==> config.mk <==
export PLATFORM = sky130hd
export DESIGN_NAME = mem_arbiter
export DESIGN_NICKNAME = d
export VERILOG_FILES = /design/src/rtl/mem_arbiter.sv
export SDC_FILE = /design/constraint.sdc
export NUM_CORES = 1
export LEC_CHECK = 0
export BUFFER_PORTS_ARGS = -buffer_cell sky130_fd_sc_hd__buf_2
export CORE_ASPECT_RATIO = 0.8
export CORE_MARGIN = 8
export CORE_UTILIZATION = 30
export CTS_CLUSTER_DIAMETER = 40
export CTS_CLUSTER_SIZE = 28
export DETAILED_ROUTE_END_ITERATION = 12
export SKIP_CTS_REPAIR_TIMING = 1
export SLEW_MARGIN = 20
export SYNTH_ARGS = -nofsm -noshare
export SYNTH_HDL_FRONTEND = slang
export SYNTH_SLANG_ARGS = --single-unit
==> constraint.sdc <==
create_clock -name clk -period 4.3 [get_ports clk]
set_input_delay 0.645 -clock clk [delete_from_list [all_inputs] [get_ports clk]]
set_output_delay 0.645 -clock clk [all_outputs]
set_load 0.05 [all_outputs]
==> src/rtl/mem_arbiter.sv <==
// Single-port SRAM arbiter shared between instruction fetch and data load/store.
// Fixed priority in IDLE: store, then load, then fetch. Every access ends in a
// one-cycle DONE state carrying the ready pulse for the granted owner.
module mem_arbiter #(
  parameter int unsigned WR_PULSE_CYCLES = 1
) (
  input  logic        clk,
  input  logic        rst,
  input  logic        if_req,
  input  logic [15:0] if_addr,
  output logic [15:0] if_data,
  output logic        if_ready,
  input  logic        mem_rd,
  input  logic        mem_wr,
  input  logic [15:0] mem_addr,
  input  logic [15:0] mem_wdata,
  output logic [15:0] mem_rdata,
  output logic        mem_ready,
  output logic        stall_if,
  output logic        stall_mem,
  output logic [15:0] sram_addr,
  output logic [15:0] sram_dout,
  input  logic [15:0] sram_din,
  output logic        sram_drive,
  output logic        sram_ce_n,
  output logic        sram_oe_n,
  output logic        sram_we_n
);

  typedef enum logic [2:0] {
    IDLE, RD_I, RD_M, WR_SETUP, WR_PULSE, WR_HOLD, DONE
  } state_t;

  state_t      state_q;
  logic [1:0]  cnt_q;
  logic [15:0] addr_q;
  logic [15:0] wdata_q;
  logic        owner_mem_q;
  logic [15:0] if_data_q;
  logic [15:0] mem_rdata_q;

  // Arbitration, transaction sequencing and read-data capture.
  always_ff @(posedge clk) begin
    if (rst) begin
      state_q     <= IDLE;
      cnt_q       <= '0;
      addr_q      <= '0;
      wdata_q     <= '0;
      owner_mem_q <= 1'b0;
      if_data_q   <= '0;
      mem_rdata_q <= '0;
    end else begin
      case (state_q)
        IDLE: begin
          if (mem_wr) begin
            state_q     <= WR_SETUP;
            addr_q      <= mem_addr;
            wdata_q     <= mem_wdata;
            owner_mem_q <= 1'b1;
          end else if (mem_rd) begin
            state_q     <= RD_M;
            addr_q      <= mem_addr;
            owner_mem_q <= 1'b1;
          end else if (if_req) begin
            state_q     <= RD_I;
            addr_q      <= if_addr;
            owner_mem_q <= 1'b0;
          end
        end
        RD_I: begin
          if_data_q <= sram_din;
          state_q   <= DONE;
        end
        RD_M: begin
          mem_rdata_q <= sram_din;
          state_q     <= DONE;
        end
        WR_SETUP: begin
          cnt_q   <= 2'(WR_PULSE_CYCLES - 1);
          state_q <= WR_PULSE;
        end
        WR_PULSE: begin
          if (cnt_q == '0) state_q <= WR_HOLD;
          else             cnt_q   <= cnt_q - 2'd1;
        end
        WR_HOLD: state_q <= DONE;
        DONE:    state_q <= IDLE;
        default: state_q <= IDLE;
      endcase
    end
  end

  // SRAM strobes decoded from the registered state only.
  always_comb begin
    sram_ce_n  = 1'b1;
    sram_oe_n  = 1'b1;
    sram_we_n  = 1'b1;
    sram_drive = 1'b0;
    case (state_q)
      RD_I, RD_M: begin
        sram_ce_n = 1'b0;
        sram_oe_n = 1'b0;
      end
      WR_SETUP, WR_HOLD: begin
        sram_ce_n  = 1'b0;
        sram_drive = 1'b1;
      end
      WR_PULSE: begin
        sram_ce_n  = 1'b0;
        sram_drive = 1'b1;
        sram_we_n  = 1'b0;
      end
      default: ;
    endcase
  end

  assign sram_addr = addr_q;
  assign sram_dout = wdata_q;
  assign if_data   = if_data_q;
  assign mem_rdata = mem_rdata_q;
  assign if_ready  = (state_q == DONE) && !owner_mem_q;
  assign mem_ready = (state_q == DONE) &&  owner_mem_q;
  assign stall_if  = if_req && !if_ready;
  assign stall_mem = (mem_rd || mem_wr) && !mem_ready;

endmodule

Word level (Yosys, flattened, before mapping)
Index checks and enable logic that the tools add are counted.
{"block": "classes", "add_sub_neg": 1, "n_mul": 0, "div": 0, "order_cmp": 0, "eq_ne": 9, "n_shift": 0, "n_mux": 17, "n_bitwise": 0, "reduce_logical": 20}
{"op": "two-way mux 16 bit", "count": 3}
{"op": "two-way mux 3 bit", "count": 4}
{"op": "case mux 3 bit (4 select lines)", "count": 1}
{"op": "equality test 3 bit, second input constant", "count": 3}
{"op": "AND reduction 2 bit", "count": 4}
{"op": "two-way mux 1 bit", "count": 7}
{"op": "equality test 3 x 2 -> 1 bit, second input constant", "count": 2}
{"op": "OR reduction 3 bit", "count": 2}
{"op": "OR reduction 5 bit", "count": 1}
{"op": "logical AND 1 bit", "count": 4}
{"op": "inequality test 2 bit, second input constant", "count": 2}
{"op": "inequality test 4 bit, second input constant", "count": 1}
{"op": "case mux 2 bit (2 select lines)", "count": 1}
{"op": "equality test 3 x 1 -> 1 bit, second input constant", "count": 1}
{"op": "logical NOT 1 bit", "count": 3}
{"op": "logical NOT 3 bit", "count": 1}
{"op": "nonzero test 3 bit", "count": 1}
{"op": "logical NOT 2 bit", "count": 1}
{"op": "two-way mux 2 bit", "count": 1}
{"op": "nonzero test 2 bit", "count": 1}
{"op": "OR reduction 2 bit", "count": 1}
{"op": "subtractor 2 x 1 -> 2 bit, second input constant", "count": 1}
{"op": "logical OR 1 bit", "count": 1}
{"block": "word_totals", "regBits": 70, "latch_bits": 0, "ram_bits": 0, "rom_bits": 0, "inputBits": 69, "out_inout_bits": 72, "word_cells": 54, "n_memories": 0}

Longest topological paths before layout
Gate-level depths: netlist of the first run.
{"block": "logic_depth", "ltp_word": 4, "depth_mapped": 6, "ltp_nobuf": 5}

Worst setup path after synthesis of the first run
No wires, ideal clock.
{"block": "synth_path", "path_kind": "register -> output", "startpoint": "register state_q[1]", "endpoint": "output port stall_if", "arrival_time_ps": 3084, "required_ps": 3655, "path_slack_ps": 571, "path_stages_with_launch": 5, "path_buffers": 2, "cell_sequence": "dfxtp_1 > clkbuf_2 > buf_2 > nor4b_1 > nor2b_1"}
{"block": "synth_via", "elab_chain_len": 4}
{"item": "from (decl)", "line": "34", "text": "state_t state_q;"}
{"item": "from (signal assigned)", "line": "45", "text": "state_q <= IDLE;"}
{"item": "from (signal assigned)", "line": "56", "text": "state_q <= WR_SETUP;"}
{"item": "from (signal assigned)", "line": "61", "text": "state_q <= RD_M;"}
{"item": "equality test 3 bit", "line": "121", "text": "assign if_ready = (state_q == DONE) && !owner_mem_q;"}
{"item": "logical AND 1 bit", "line": "121"}
{"item": "net if_ready", "line": "12", "text": "output logic if_ready,"}
{"item": "logical NOT 1 bit", "line": "123", "text": "assign stall_if = if_req && !if_ready;"}
{"item": "logical AND 1 bit", "line": "123"}
{"item": "to (decl)", "line": "19", "text": "output logic stall_if,"}
The timed path passes the listed nets, and every way through them passes these cells.

Worst setup path in the final report of the first run
{"block": "layout_path", "startpoint": "register state_q[2]", "endpoint": "output port if_ready"}
{"block": "layout_via", "elab_chain_len": 2}
{"item": "equality test 3 bit", "line": "121"}
{"item": "logical AND 1 bit", "line": "121"}
{"item": "to (decl)", "line": "12"}
No other way between the ends.

==> summary.txt, run 1 <==
Outcome
  • Status: complete, no violations

Floorplanning
  • Die area: 13100 µm²
  • Ports: between 100 and 150
  • Core area: 9530 µm²
  • Chip width: approximately 130 µm
  • Die height: roughly 100 µm
  • Initial core utilization: 30.6%
  • FP Rows: 32

Clocking
  • CTS Sinks: 70
  • H-Tree Depth: 3
  • Clock Path Buffers: 2
  • CTS tree: yes
  • CTS buffer count: 9
  • Clock root cell: clkbuf_16
  • Clock Latency Late Sink: 0.32 ns
  • Worst-path clk slew: about 0.060 ns

Finish
  • Most frequent cells in the layout: buf_2 (140), nand2_1 (116), dfxtp_1 (70), a21oi_1 (67), o21ai_0 (17)
  • Antenna diode count: 0
  • Design Area, Final: 3950 µm²
  • Share of cells above drive strength 1: 36.6%
  • Commonest non-fill, non-tap cell in the layout: buf_2
  • Layout area overhead: 35.5%
  • Nets: 548
  • Fillers: between 900 and 1k
  • Finished Layout Cells: 602

Timing
  • Worst slew margin: 29.4%
  • Final Skew: 0.00618 ns
  • Final sum of negative setup slack: 0 ns
  • Final Hold Fails: 0
  • Final setup fails: 0
  • Max Transition Viols Final: 0
  • Worst Tran Pin Value: 1.05 ns
  • Tmin final: around 2.8 ns
  • RSZ-0062 raised after global routing: false
  • Fmax: 358 MHz
  • Period utilization: 64.9%

Critical path
  • Worst setup SP type: flip-flop
  • Path depth of the worst reg2reg path: 3
  • WP data arrival: roughly 2.2 ns
  • Critical Path RT: 3.65 ns
  • Crit-path max FO: 17
  • CP endpoint kind: output pin
  • CP Class: flip-flop to output pin
  • R2R setup slack: approximately 2.3 ns

Yosys
  • Synthesized area per cell: 8.16 µm²
  • Seq cells post-synth: 70
  • Syn Nets: between 400 and 500
  • Leading area contributor after synthesis: dfxtp_1
  • Synth area leaders: dfxtp_1 (48%), nand2_1 (15%), a21oi_1 (12%), a311oi_2 (5.2%), o21ai_0 (2.9%)
  • Top-area cell type share of the netlist area: just under 50%
  • Synth Warn #: 0
  • Sequential area share after synthesis: around 48%
  • Netlist Area Pre-Place: 2910 µm²
  • Cells after Synth: 357
  • Yosys cell types: 33

Detailed routing
  • Post-Route WL: a little under 9000 µm
  • Via density: 4.79
  • DRT Pass-1 Iters: 4
  • Final antenna-violating net count: 0
  • Routed wire length per instance: 14.8 µm
  • # DRC: 0
  • Initial DRC count: 146
  • Via count: 2886

Place
  • Area of placed instances: ~3600 µm²
  • Cells after DPL: 586
  • Final GP Congestion: 0.725
  • Detailed Place HPWL: between 6000 and 7000 µm
  • I/O Buffers: 140

Worst hold path
  • Hold Path Stages: 2
  • Worst min-delay path class: flip-flop to flip-flop

Power and ir drop
  • Max VDD drop: 0.209 mV
  • Leak Pwr: approximately 0.0017 µW
  • Pwr per Cell Area: 615 nW/µm²

GRT
  • Vias in the first global route: 2918
  • All-layer global routing usage: between 10% and 20%
  • Total grt overflow: 0
  • Global-route wire length before repair: 14600 µm
  • Initial antenna violation count: 0
  • Largest net degree at the start of global routing: 44

Flow run
  • Max-Cap Viols: 0
## registers in the layout (all words and copies together), names as in the netlist
signal / count
sram_addr: 16
if_data: 16
sram_dout: 16
state_q: 3
owner_mem_q: 1
cnt_q: 2
mem_rdata: 16
## stage by stage
step / setup slack [ns] / total power [µW] / util, % / hold WS, ns
after global routing: 1.35 / 2550 / 41.4 / 0.467
after floorplan: 0.571 / 1480 / - / 0.448
after CTS: 1.50 / 2460 / 41.4 / 0.451
after detailed placement: 1.85 / 1660 / 38.0 / 0.443
final: 1.51 / 2430 / 41.4 / 0.448
after global placement: 1.91 / 1650 / 38.0 / 0.440
## worst paths after layout
check,start,endpoint
worst min-delay path,if_data[10]$_SDFFE_PP0N_,if_data[10]$_SDFFE_PP0N_
worst max-delay path,state_q[2]$_SDFFE_PP0P_,if_ready
worst max register to register,state_q[0]$_SDFFE_PP0P_,if_data[11]$_SDFFE_PP0N_
worst min register to register,if_data[10]$_SDFFE_PP0N_,if_data[10]$_SDFFE_PP0N_
## power by group
group / internal (µW) / total, µW / switching, µW / leakage, µW
logic: 209 / 817 / 607 / 0.00100
clock network: 510 / 788 / 277 / 0.000160
registers: 743 / 822 / 78.5 / 0.000573
total: 1460 / 2430 / 963 / 0.00173
## layer usage
metal  track usage, %  routed length (µm)
met1             17.0                4160
met2             19.7                3750
met3             6.45                 896
met4             4.11                  83
met5                0                   0
## synth_stat cells
| cell | instances |
|---|---|
| and4b_1 | 2 |
| nor3b_2 | 2 |
| a311oi_2 | 10 |
| a21oi_1 | 67 |
| nor3_4 | 1 |
| nor4b_1 | 2 |
| xor2_1 | 1 |
| a311oi_1 | 6 |
| a21bo_2 | 1 |
| or2_2 | 1 |
| inv_1 | 4 |
| or3_1 | 2 |
| nor4_1 | 1 |
| nand2_1 | 116 |
| dfxtp_1 | 70 |
| clkbuf_1 | 16 |
| o21ai_1 | 1 |
| and3b_1 | 1 |
| and3_1 | 1 |
| nor3_1 | 1 |
| ha_1 | 1 |
| and2_4 | 1 |
| nor4b_4 | 1 |
| a211oi_1 | 4 |
| nor2_1 | 6 |
| o21ai_0 | 17 |
| buf_6 | 2 |
| or3b_2 | 2 |
| nor2b_1 | 2 |
| buf_2 | 12 |
| buf_1 | 1 |
| clkbuf_2 | 1 |
| or4b_1 | 1 |
## kinds of logic (layout without fill, tap and decap cells)
group           count (synthesis)  count (layout)  share of synthesized area [%]
flops                          70              70                           48.1
buf+inv                        36             162                           5.72
compound gates                106             106                           22.9
simple gates                  143             143                           22.5
fa+ha+maj                       1               1                          0.430
xor+xnor                        1               1                          0.301
## cell type report
class	count	area, µm²	share of cell area, %
Tap cell	119	149	3.77
Timing Repair Buffer	142	716	18.1
Inverter	4	15.0	0.380
Sequential cell	70	1400	35.5
Clock buffer	9	225	5.71
Multi-Input combinational cell	251	1340	34.1
Clock inverter	7	96.3	2.44
## worst max-delay path, cell delays in order, from the launching register on
cell	delay [ns]
dfxtp_1	0.73
inv_1	0.22
nor4b_1	0.52
buf_2	0.36
(Power assumes the default switching activity.)
==> run 2, diff against run 1 <==
- ABC_AREA: unset -> 1
- clock period: 4.3 -> 2.5 ns (I/O delays scaled with it)
==> run 2 against run 1 <==
Effect of this change: critical path depth grew 1; area after synthesis is 3.6% higher; cell area grew 2.3%; non-clock buffer count increased by 2; combinational power rose by 110%; die area grew 3.1%; final cell count is 15% higher; clock skew hardly changed; flip-flop and latch count did not move; global-route usage increased by 1.0 points.
==> summary.txt, run 2 <==
Timing
  • Final sum of negative setup slack: 0 ns (unchanged)
  • Final setup fails: 0 (unchanged)
  • Final WS setup: 0.453 ns (-1.05 ns)
  • Worst Tran Pin Value: 0.508 ns (-0.547 ns)
  • Fmax: 489 MHz
  • Worst slew margin: 66.1% (+37 points)
  • RSZ-0062 raised after global routing: false
  • Max Transition Viols Final: 0 (unchanged)
  • Final Skew: 0.00628 ns (+0.0000979 ns)
  • Final Hold Fails: 0 (unchanged)
  • Tmin final: 2.05 ns
  • Period utilization: 81.9%

Yosys
  • Sequential area share after synthesis: 46.5% (-1.7 points)
  • Synth area leaders: dfxtp_1 (46%), nand2_1 (17%), a21oi_1 (8.8%), nand3_1 (8.6%), nor2_1 (4.9%)
  • Post-synth top cells: nand2_1 (140), dfxtp_1 (70), a21oi_1 (53), nand3_1 (52), nor2_1 (39)
  • Synth Warn #: 0 (unchanged)
  • Netlist Area Pre-Place: 3020 µm² (+3.6%)
  • Seq cells post-synth: 70 (unchanged)
  • Synthesized area per cell: 7.11 µm² (-13%)
  • Yosys cell types: 20 (-39%)
  • Cells after Synth: 424 (+19%)
  • Leading area contributor after synthesis: dfxtp_1
  • Synth async-reset ratio: 0% (unchanged)
  • Count leader, synth: nand2_1
  • Ys flop type: dfxtp_1
  • Top-area cell type share of the netlist area: 46.5% (-1.7 points)
  • Number of flops mapped to enable cells by yosys: 0 (unchanged)
  • Syn Nets: 494 (+16%)

Critical path
  • Largest stage delay, worst path: 0.59 ns (-0.14 ns)
  • Buf/Inv on CP: 3 (+1)
  • Worst setup SP type: flip-flop
  • Critical Path Stages: 4 (+1)
  • Worst r2r src: state_q[2]$_SDFFE_PP0P_
  • Worst Setup SP: state_q[2]$_SDFFE_PP0P_
  • Top delay family on crit path: buffers and inverters
  • Path depth of the worst reg2reg path: 5 (+2)
  • Critical path, cell by cell: inv_2 > buf_4 > o21ai_0 > buf_2
  • CP endpoint kind: output pin
  • Critical Path Slowest Stage Cell: dfxtp_1
  • Crit-path max FO: 35 (+18)
  • Critical Path RT: 2.12 ns (-1.53 ns)
  • CP Class: flip-flop to output pin
  • WP data arrival: 1.67 ns (-0.48 ns)

GRT
  • Initial antenna violation count: 0 (unchanged)
  • All-layer global routing usage: 14.4% (+1.0 points)
  • Vias in the first global route: 3158 (+8.2%)
  • Total grt overflow: 0 (unchanged)
  • Largest net degree at the start of global routing: 38 (-14%)
  • Global-route wire length before repair: 15800 µm (+8.1%)

Finish
  • Antenna diode count: 0 (unchanged)
  • Share of cells above drive strength 1: 30.3% (-6.3 points)
  • Fillers: 1037 (+4.1%)
  • Layout area overhead: 33.9%
  • Design Area, Final: 4040 µm² (+2.3%)
  • Nets: 623 (+14%)
  • Most frequent cells in the layout: nand2_1 (140), buf_2 (140), dfxtp_1 (70), a21oi_1 (53), nand3_1 (52)

Detailed routing
  • Via count: 3127 (+8.4%)
  • Initial DRC count: 167 (+14%)
  • Final antenna-violating net count: 0 (unchanged)
  • Via density: 4.51 (-5.9%)
  • DRT Pass-1 Iters: 5 (+1)
  • Post-Route WL: 9690 µm (+9.0%)
  • # DRC: 0 (unchanged)
  • Routed wire length per instance: 14.0 µm (-5.3%)

Clocking
  • Clock Latency Late Sink: 0.33 ns (about the same)
  • CTS tree: yes
  • Clock Path Buffers: 2 (unchanged)
  • H-Tree Depth: 3 (unchanged)
  • Worst-path clk slew: 0.06 ns (about the same)
  • Clock root cell: clkbuf_16
  • CTS Sinks: 70 (unchanged)
  • CTS buffer count: 9 (unchanged)

Floorplanning
  • Chip width: 128 µm (+1.5%)
  • Initial core utilization: 31.0% (+0.44 points)
  • Ports: 141 (unchanged)
  • Die area: 13500 µm² (+3.1%)
  • Core area: 9730 µm² (+2.1%)
  • FP Rows: 32 (unchanged)
  • Die height: 106 µm (+1.5%)

Worst hold path
  • Hold_sp: mem_wdata[2]
  • Worst min-delay path class: input pin to flip-flop
  • Hold Path Stages: 3 (+1)

Power and ir drop
  • Leak Pwr: 0.00200 µW (+15%)
  • Sw frac: 42.9% (+3.2 points)
  • Max VDD drop: 0.481 mV (+130%)
  • Psw: 1860 µW (+93%)
  • Pwr per Cell Area: 1080 nW/µm² (+75%)
  • Clock share of power: 28.7% (-3.8 points)
  • Internal Power: 2480 µW (+69%)
  • Tot Pwr: 4340 µW (+79%)
  • Comb pwr share: 38.6% (+4.9 points)
  • Seq pwr share: 32.7% (-1.2 points)

Place
  • Area of placed instances: 3750 µm² (+3.3%)
  • Setup slack at placement: 0.790 ns (-1.06 ns)
  • I/O Buffers: 140 (unchanged)
  • Detailed Place HPWL: 7440 µm (+12%)
  • Final GP Congestion: 0.863 (+19%)

Flow run
  • Max-Cap Viols: 0 (unchanged)

Outcome
  • Status: complete, no violations
run 2: cell count changes in the layout (fill, tap and decap cells not counted), moves of 4 or more:
cell,previous run,this run
a211oi_1,4,0
a21oi_1,67,53
a311oi_1,6,0
a311oi_2,10,0
inv_1,4,24
inv_2,0,4
nand2_1,116,140
nand3_1,0,52
nor2_1,6,39
o21ai_0,17,4
run 2: power by group through the flow:
stage / Sequential (µW) / Combinational, µW / Clock [µW]
3_5_place_dp: 1440 / 1690 / 0
3_3_place_gp: 1430 / 1670 / 0
2_1_floorplan: 1990 / 796 / 0
4_1_cts: 1420 / 1700 / 1270
6_report: 1420 / 1680 / 1250
5_1_grt: 1450 / 1830 / 1330
run 2: layer usage:
| layer | vias up | GRT usage [%] | wire length [µm] |
|---|---|---|---|
| li1 | 1600 | - | - |
| met1 | 1436 | 17.7 | 4380 |
| met2 | 78 | 23.5 | 4620 |
| met3 | 13 | 4.88 | 573 |
| met4 | 0 | 4.32 | 125 |
| met5 | - | 0 | 0 |
run 2: logic make-up (layout without fill, tap and decap cells):
logic type / count (synthesis) / count (layout) / share of synthesized area (%)
DFF: 70 / 70 / 46.5
adders and majority gates: 1 / 1 / 0.415
and+or+nand+nor: 241 / 241 / 34.4
AOI/OAI and AO/OA: 57 / 57 / 9.46
buffers and inverters: 55 / 188 / 9.25
run 2: final timing paths:
check | slack (ns) | end
max | 0.45 | sram_oe_n
min | 0.31 | sram_dout[2]$_SDFFE_PP0P_
max reg2reg | 0.78 | mem_rdata[6]$_SDFFE_PP0P_
min reg2reg | 0.46 | mem_rdata[4]$_SDFFE_PP0P_
run 2: area by class of cell:
cell class | instances | area (µm²) | share of cell area (%)
Timing Repair Buffer | 144 | 731 | 18.1
Clock inverter | 3 | 45.0 | 1.12
Multi-Input combinational cell | 299 | 1340 | 33.1
Sequential cell | 70 | 1400 | 34.7
Clock buffer | 12 | 246 | 6.10
Inverter | 29 | 109 | 2.70
Tap cell | 136 | 170 | 4.21
run 2: tightest hold or removal path: stages:
cell and delay [ns]:
buf_2 0.10, nand3_1 0.07, a21oi_1 0.06
run 2: through the flow:
stage | hold WS (ns) | instances | utilization, %
floorplan | 0.452 | 424 | -
global placement | 0.446 | 678 | 38.5
detailed placement | 0.451 | 678 | 38.5
CTS | 0.301 | 693 | 41.5
global route | 0.314 | 693 | 41.5
finish | 0.312 | 693 | 41.5
